$ cat config.mk
export PLATFORM = sky130hd
export DESIGN_NAME = instruction_sequencer
export DESIGN_NICKNAME = d
export VERILOG_FILES = /design/src/rtl/sequencer_pkg.sv /design/src/rtl/program_mem.sv /design/src/rtl/instruction_sequencer.sv
export SDC_FILE = /design/constraint.sdc
export NUM_CORES = 1
export LEC_CHECK = 0
export BUFFER_PORTS_ARGS = -buffer_cell sky130_fd_sc_hd__buf_2
export CAP_MARGIN = 0
export CORE_MARGIN = 3
export CORE_UTILIZATION = 48
export CTS_CLUSTER_DIAMETER = 80
export CTS_CLUSTER_SIZE = 10
export DETAILED_ROUTE_END_ITERATION = 6
export GPL_ROUTABILITY_DRIVEN = 0
export HOLD_SLACK_MARGIN = 0.08
export PLACE_DENSITY = 0.65
export SKIP_CTS_REPAIR_TIMING = 1
export SYNTH_ARGS = -nofsm -noshare
export SYNTH_HDL_FRONTEND = slang
export SYNTH_SLANG_ARGS = --single-unit
$ cat constraint.sdc
create_clock -name clk -period 3.1 [get_ports clk]
set_input_delay 0.31 -clock clk [delete_from_list [all_inputs] [get_ports clk]]
set_output_delay 0.31 -clock clk [all_outputs]
set_load 0.1 [all_outputs]
$ cat src/rtl/sequencer_pkg.sv
// Shared definitions for the instruction sequencer: word width, opcode set
// and the sequencer FSM state encoding.
package sequencer_pkg;

  localparam int INSTR_W = 11;

  localparam logic [2:0] OP_LDI  = 3'b000;
  localparam logic [2:0] OP_LDR  = 3'b001;
  localparam logic [2:0] OP_STR  = 3'b010;
  localparam logic [2:0] OP_ADDI = 3'b011;
  localparam logic [2:0] OP_SUBI = 3'b100;
  localparam logic [2:0] OP_ADDR = 3'b101;
  localparam logic [2:0] OP_SUBR = 3'b110;
  localparam logic [2:0] OP_OUT  = 3'b111;

  typedef enum logic [2:0] {
    S_IDLE      = 3'd0,
    S_RUN       = 3'd1,
    S_GAP_WAIT  = 3'd2,
    S_STEP_WAIT = 3'd3,
    S_DONE      = 3'd4
  } seq_state_t;

endpackage

$ cat src/rtl/program_mem.sv
// Program store: synchronous write, asynchronous read, no reset so the
// loaded program survives a sequencer reset.
module program_mem
  import sequencer_pkg::*;
#(
  parameter int DEPTH = 16,
  localparam int AW = (DEPTH > 1) ? $clog2(DEPTH) : 1
) (
  input  logic               clk,
  input  logic               i_we,
  input  logic [AW-1:0]      i_waddr,
  input  logic [INSTR_W-1:0] i_wdata,
  input  logic [AW-1:0]      i_raddr,
  output logic [INSTR_W-1:0] o_rdata
);

  logic [INSTR_W-1:0] r_mem [DEPTH];

  always_ff @(posedge clk) begin
    if (i_we) r_mem[i_waddr] <= i_wdata;
  end

  assign o_rdata = r_mem[i_raddr];

endmodule

$ cat src/rtl/instruction_sequencer.sv
// Issues a loaded program to a processor, either free-running with a fixed
// inter-issue gap or one instruction per step pulse.
module instruction_sequencer
  import sequencer_pkg::*;
#(
  parameter int DEPTH = 16,
  parameter int GAP   = 2,
  localparam int AW = (DEPTH > 1) ? $clog2(DEPTH) : 1
) (
  input  logic               clk,
  input  logic               reset,
  input  logic               load_en,
  input  logic [AW-1:0]      load_addr,
  input  logic [INSTR_W-1:0] load_data,
  input  logic [AW:0]        prog_len,
  input  logic               step_mode,
  input  logic               start,
  input  logic               step,
  input  logic               abort,
  output logic [INSTR_W-1:0] instruction,
  output logic               execute_next,
  output logic [AW-1:0]      pc,
  output logic               busy,
  output logic               done,
  output logic               load_err
);

  localparam logic [3:0] GAP_LAST = 4'((GAP > 0) ? GAP - 1 : 0);

  seq_state_t         r_state, w_state_n;
  logic [AW-1:0]      r_pc, w_pc_n;
  logic [AW:0]        r_cnt, w_cnt_n, r_len, w_len_n, w_cnt_inc;
  logic               r_step, w_step_n;
  logic [3:0]         r_gap, w_gap_n;
  logic [INSTR_W-1:0] r_instr, w_instr_n, w_rdata;
  logic               r_exec, w_exec_n;
  logic               r_load_err, w_load_err_n;
  logic               w_busy, w_issue, w_we;

  assign w_busy    = (r_state == S_RUN) || (r_state == S_GAP_WAIT) ||
                     (r_state == S_STEP_WAIT);
  assign w_we      = load_en && !w_busy;
  assign w_cnt_inc = r_cnt + (AW+1)'(1);

  program_mem #(.DEPTH(DEPTH)) u_mem (
    .clk     (clk),
    .i_we    (w_we),
    .i_waddr (load_addr),
    .i_wdata (load_data),
    .i_raddr (r_pc),
    .o_rdata (w_rdata)
  );

  always_ff @(posedge clk) begin
    if (reset) begin
      r_state    <= S_IDLE;
      r_pc       <= '0;
      r_cnt      <= '0;
      r_len      <= '0;
      r_step     <= 1'b0;
      r_gap      <= '0;
      r_instr    <= '0;
      r_exec     <= 1'b0;
      r_load_err <= 1'b0;
    end else begin
      r_state    <= w_state_n;
      r_pc       <= w_pc_n;
      r_cnt      <= w_cnt_n;
      r_len      <= w_len_n;
      r_step     <= w_step_n;
      r_gap      <= w_gap_n;
      r_instr    <= w_instr_n;
      r_exec     <= w_exec_n;
      r_load_err <= w_load_err_n;
    end
  end

  always_comb begin
    w_state_n    = r_state;
    w_pc_n       = r_pc;
    w_cnt_n      = r_cnt;
    w_len_n      = r_len;
    w_step_n     = r_step;
    w_gap_n      = r_gap;
    w_instr_n    = r_instr;
    w_exec_n     = 1'b0;
    w_issue      = 1'b0;
    w_load_err_n = load_en && w_busy;

    // abort outranks everything, including a start or step on the same edge
    if (abort) begin
      w_state_n = S_IDLE;
    end else begin
      unique case (r_state)
        S_IDLE, S_DONE: begin
          if (start) begin
            w_len_n  = prog_len;
            w_step_n = step_mode;
            w_pc_n   = '0;
            w_cnt_n  = '0;
            if (prog_len == '0)  w_state_n = S_DONE;
            else if (step_mode)  w_state_n = S_STEP_WAIT;
            else                 w_state_n = S_RUN;
          end
        end
        S_RUN:       w_issue = 1'b1;
        S_GAP_WAIT: begin
          if (r_gap == GAP_LAST) w_state_n = S_RUN;
          else                   w_gap_n   = r_gap + 4'd1;
        end
        S_STEP_WAIT: w_issue = step;
        default:     w_state_n = S_IDLE;
      endcase
    end

    if (w_issue) begin
      w_instr_n = w_rdata;
      w_exec_n  = 1'b1;
      w_pc_n    = r_pc + AW'(1);
      w_cnt_n   = w_cnt_inc;
      if (w_cnt_inc == r_len) begin
        w_state_n = S_DONE;
      end else if (r_step) begin
        w_state_n = S_STEP_WAIT;
      end else if (GAP > 0) begin
        w_state_n = S_GAP_WAIT;
        w_gap_n   = '0;
      end else begin
        w_state_n = S_RUN;
      end
    end
  end

  assign instruction  = r_instr;
  assign execute_next = r_exec;
  assign pc           = r_pc;
  assign busy         = w_busy;
  assign done         = (r_state == S_DONE);
  assign load_err     = r_load_err;

endmodule

# Yosys cells after proc, flatten, opt, wreduce, memory -nomap -nowiden
# Memory sizes are Yosys's and may differ from the RTL's. A register that Yosys moved wholly into a read port is not among the register bits.
# Cells that the tools add are included.
[op_classes]
reduce_logical = 14
mux = 28
n_eq_ne = 10
bitwise = 1
addsub = 3
[ops]
columns = ["op", "n"]
rows = [
  ["$mux 4", 10],
  ["$mux 5", 4],
  ["$mux 3", 6],
  ["$pmux 3 s3", 1],
  ["$reduce_and 3->1", 3],
  ["$add 4x1->4 const B", 2],
  ["$eq 3x2->1 const B", 2],
  ["$add 5x1->5 const B", 1],
  ["$eq 5x5->1", 1],
  ["$logic_not 5->1", 1],
  ["$mux 1", 5],
  ["$eq 4x1->1 const B", 1],
  ["$ne 4x3->1 const B", 1],
  ["$ne 4x4->1 const B", 1],
  ["$reduce_bool 2->1", 2],
  ["$reduce_or 2->1", 2],
  ["$eq 3x1->1 const B", 1],
  ["$eq 3x3->1 const B", 1],
  ["$logic_not 3->1", 1],
  ["$ne 3x1->1 const B", 1],
  ["$logic_and 1x1->1", 2],
  ["$logic_or 1x1->1", 2],
  ["$mux 2", 1],
  ["$ne 2x1->1 const B", 1],
  ["3 further kinds", 3],
]
[totals]
inputBits = 27
mem_count = 1
ram_bits = 176
register_bits = 24
out_inout_bits = 19
elab_cells = 65
[memory_table]
columns = ["memory", "words", "word_bits", "rd", "rd_ports_with_merged_regs", "write_ports", "line", "source"]
rows = [
  ["u_mem.r_mem", 16, 11, 1, 1, 1, "program_mem.sv:17", "logic [INSTR_W-1:0] r_mem [DEPTH];"],
]

# Depth between registers and ports, before layout
[depth]
ltp_word = 7
depth_mapped = 6
depth_no_buf = 6

# Hierarchy
# From an unflattened synthesis, not the netlist that was laid out.
[hier_totals]
hier_cells = 492
area_unflattened_um2 = 8541.9
[by_module_without_submodules]
columns = ["module", "cells_per_inst", "area_per_inst_um2", "seq_area_each_um2", "instances"]
rows = [
  ["program_mem", 294, 6777.8, 5285.1, 1],
  ["instruction_sequencer", 198, 1764.2, 700.7, 1],
]

# Worst setup path after synthesis
# OpenSTA, ideal clock, no wires.
[synth_timing]
path_kind = "flip-flop to flip-flop"
start = "register r_pc[1], in the netlist pc[1]"
end = "register r_instr[2], in the netlist instruction[2], read port of u_mem.r_mem"
n_path_buf = 2
arrival_ns = 2.458
path_stages_with_launch = 6
setup_ns = 0.143
setup_slack_ns = 0.499
synth_period_minus_slack_ns = 2.601
required_time_ns = 2.957
cell_sequence = "dfxtp_1 > buf_2 > buf_2 > mux4_2 > mux2i_1 > o221ai_2"
[synth_lines]
columns = ["element", "line", "source"]
rows = [
  ["start, declared", "instruction_sequencer.sv:31", "logic [AW-1:0] r_pc, w_pc_n;"],
  ["start signal, assigned", "instruction_sequencer.sv:67", "r_pc <= w_pc_n;"],
  ["end, declared", "instruction_sequencer.sv:35", "logic [INSTR_W-1:0] r_instr, w_instr_n, w_rdata;"],
]

# Worst setup path in the final report
[layout_timing]
start = "register r_pc[0], in the netlist pc[0]"
end = "output pc[0]"
[layout_lines]
columns = ["element", "line", "source"]
rows = [
  ["end, declared", "instruction_sequencer.sv:22", "output logic [AW-1:0] pc,"],
]
# No word-level cell between the ends.

==> key figures <==
Final layout
  • Number of nets in the layout: approximately 580
  • Number of diodes: 0
  • Final Cell Area: about 9700 um2
  • Share of the core filled with cells: 0.579
  • Area added between synthesis and finish: 16.4%
  • Ratio of cells with drive above 1 in the final layout: 0.286
  • Post-layout instance count excluding filler cells: around 780

Synth
  • Post-Syn Nets: a little under 500
  • Average cell area after synthesis: roughly 18 um2
  • Synthesis warning total: 0
  • Number of register bits inferred by synthesis: 211
  • Number of instances in the synthesized netlist: ~470
  • Share of async-settable or async-resettable flops after synthesis: 0
  • Fraction of post-synthesis cell area in the top cell type by area: 0.631
  • Number of synthesized flops with an enable pin: 176
  • Synth cell types: just under 50
  • Commonest cells post-synth: edfxtp_1 (176), mux4_2 (44), dfxtp_1 (35), nor2_1 (30), mux2i_1 (22)
  • Mapped cell area: approximately 8400 um2
  • Top-count cell post-synth: edfxtp_1
  • Synth top area cells: edfxtp_1 (63%), mux4_2 (12%), dfxtp_1 (8.4%)
  • Register area share after synthesis: 0.715
  • Top flip-flop cell by instance count after synthesis: edfxtp_1
  • Area leader, netlist: edfxtp_1

Critical path
  • Worst path slowest cell: dfxtp_2
  • Critical Path RT: 2.79 ns
  • Launch point of the worst path: pc[0]
  • Number of buffer and inverter stages on the critical path: 1
  • Beginning of the worst register-to-register path: r_state[0]
  • Crit. End Element: output port
  • Setup Crit Path Kind: reg -> out
  • Number of logic stages on the critical path including buffering: 1
  • Depth of the worst register-to-register path: 5
  • Cell-by-cell listing of the critical path: buf_2
  • Reg-to-reg slack, setup: 0.86 ns
  • Top cell family by delay on the critical path: flip-flops
  • Termination of the worst setup path: pc[0]
  • Data arrival time of the worst path: about 2.0 ns
  • Crit path largest cell delay: approximately 0.91 ns
  • R2r endpoint: u_mem.r_mem[8][6]
  • Critical-path maximum fanout: 27
  • CP startpoint kind: register

Global routing
  • Largest net degree at the start of global routing: 48
  • Remaining Overflow, GRT: 0
  • Antenna violations before repair: 0
  • Vias in the first global route: between 4000 and 5000
  • Wire length of the first global-routing pass: roughly 27000 um
  • Overall fraction of global-route tracks in use: 0.183

STA
  • Actual transition at the worst max-transition pin: around 0.90 ns
  • Final hold violation count: 0
  • Share of the cycle needed by the critical path after routing: 0.740
  • Fin Setup TNS: 0 ns
  • Setup Viol. Count Final: 0
  • Number of slew-limit violations in the final report: 0
  • Least setup slack across all paths after layout: roughly 0.8 ns
  • Unrepaired setup endpoints after global routing: false
  • Relative slew slack: 0.402
  • Upper clock frequency limit: ~440 MHz
  • Period minus WS final: 2.30 ns
  • Worst Clk Skew: roughly 0.020 ns

Floorplanning
  • Vertical die dimension: 138 um
  • Die width: 138 um
  • Initial Util: 0.498
  • Num ports: 46
  • Area of the die: approximately 19000 um2
  • Area of the core: 16800 um2
  • Row count: 47

Clock network
  • Longest Clk Path Bufs: 3
  • Clock insertion delay at the later pin of the skew report: 0.50 ns
  • CTS sink count: around 210
  • Worst-path clk slew: around 0.05 ns
  • Max H-tree Level: 1
  • CTS tree: yes
  • Library cell used as clock root buffer: clkbuf_16
  • Cts bufs inserted: 25

Placed design
  • Detailed placer's ending HPWL: ~11000 um
  • DP Cell Count: between 700 and 800
  • Pre-CTS worst setup slack: between 0.9 and 1 ns
  • Post-placement cell area: between 8000 and 9000 um2
  • Port Buffer Count: 45

Pwr
  • Areal power density over the cells: 610 nW/um2
  • Lkg Pwr: roughly 0.0032 uW
  • Max VDD drop: around 0.44 mV

Route
  • Initial drt markers: 385
  • Total vias in the final route: 4578
  • Total wire length: approximately 18000 um
  • DR WL/cell: 22.5 um
  • DRT Pass-1 Iters: 6
  • Number of antenna-violating nets in the routed design: 0
  • Avg Vias per Cell: approximately 5.9
  • Drt drc: 0

Run
  • MaxCap Viol Count: 0

Outcome
  • Status: complete, no violations

Worst hold path
  • Type of the most critical hold path: in -> reg
[cells by family after synthesis]
| kind of cell | count (synthesis) | share of synthesized area |
|---|---|---|
| flip-flops | 211 | 0.715 |
| AO/OA/AOI/OAI | 48 | 0.0465 |
| multiplexers | 67 | 0.146 |
| buffers and inverters | 28 | 0.0151 |
| XOR/XNOR | 8 | 0.00837 |
| AND/OR/NAND/NOR | 100 | 0.0631 |
| adder cells (fa/ha/maj) | 4 | 0.00598 |
[worst min path at each step]
stage / from / end / slack [ns] / cells past startpoint
detailed placement: r_cnt[4] / r_cnt[4] / 0.47 / 1
global route: prog_len[4] / r_len[4] / 0.09 / 3
CTS: prog_len[1] / r_len[1] / 0.05 / 3
finish: prog_len[4] / r_len[4] / 0.09 / 3
floorplan: load_data[0] / u_mem.r_mem[0][0] / 0.41 / 0
global placement: r_len[4] / r_len[4] / 0.46 / 2
[where the power goes]
| part | switching (uW) | total [uW] | internal, uW |
|---|---|---|---|
| clock network | 1020 | 2520 | 1510 |
| registers | 29.5 | 3140 | 3110 |
| logic | 196 | 274 | 78.4 |
| total | 1240 | 5940 | 4700 |
[routing by layer]
| layer | share of wire | global-route usage |
|---|---|---|
| met4 | 0.024 | 0.0489 |
| met3 | 0.067 | 0.0418 |
| met2 | 0.48 | 0.292 |
| met1 | 0.43 | 0.260 |
| met5 | 0 | 0 |
[per-stage QoR]
step,hold WS [ns],power (uW)
final,0.0872,5940
after global routing,0.0928,6150
after CTS,0.0531,6000
after detailed placement,0.467,3470
after global placement,0.458,3460
after floorplan,0.409,3360
[final cells by class]
cell class | count | area [um2]
multi-input combinational | 227 | 2280
fill | 1305 | 7070
clock inverter | 1 | 8.76
sequential | 211 | 5990
inverter | 6 | 22.5
tap | 220 | 275
clock buffer | 44 | 697
timing repair buffer | 73 | 470
[sequential cells by signal, summed over array words and instances (netlist names)]
name / count
r_gap: 4
execute_next: 1
r_cnt: 5
u_mem.r_mem: 176
pc: 4
r_step: 1
r_len: 5
r_state: 3
load_err: 1
instruction: 11
[cell usage in the layout (no fill, tap or decap), types with 3 or more instances in the layout]
master / n
inv_1: 6
nor3_2: 5
o221ai_2: 10
mux2i_1: 22
clkbuf_1: 19
mux4_2: 44
o21ai_0: 5
nand2b_1: 3
dlygate4sd3_1: 4
nand3b_1: 13
xnor2_1: 5
and2_1: 5
xor2_1: 3
nor2_1: 30
buf_2: 45
buf_4: 22
clkbuf_16: 25
dfxtp_1: 32
a21oi_1: 16
or3_1: 4
nand2_1: 19
nor3_1: 8
edfxtp_1: 176
ha_1: 4
Power figures use the tool's default switching activity.
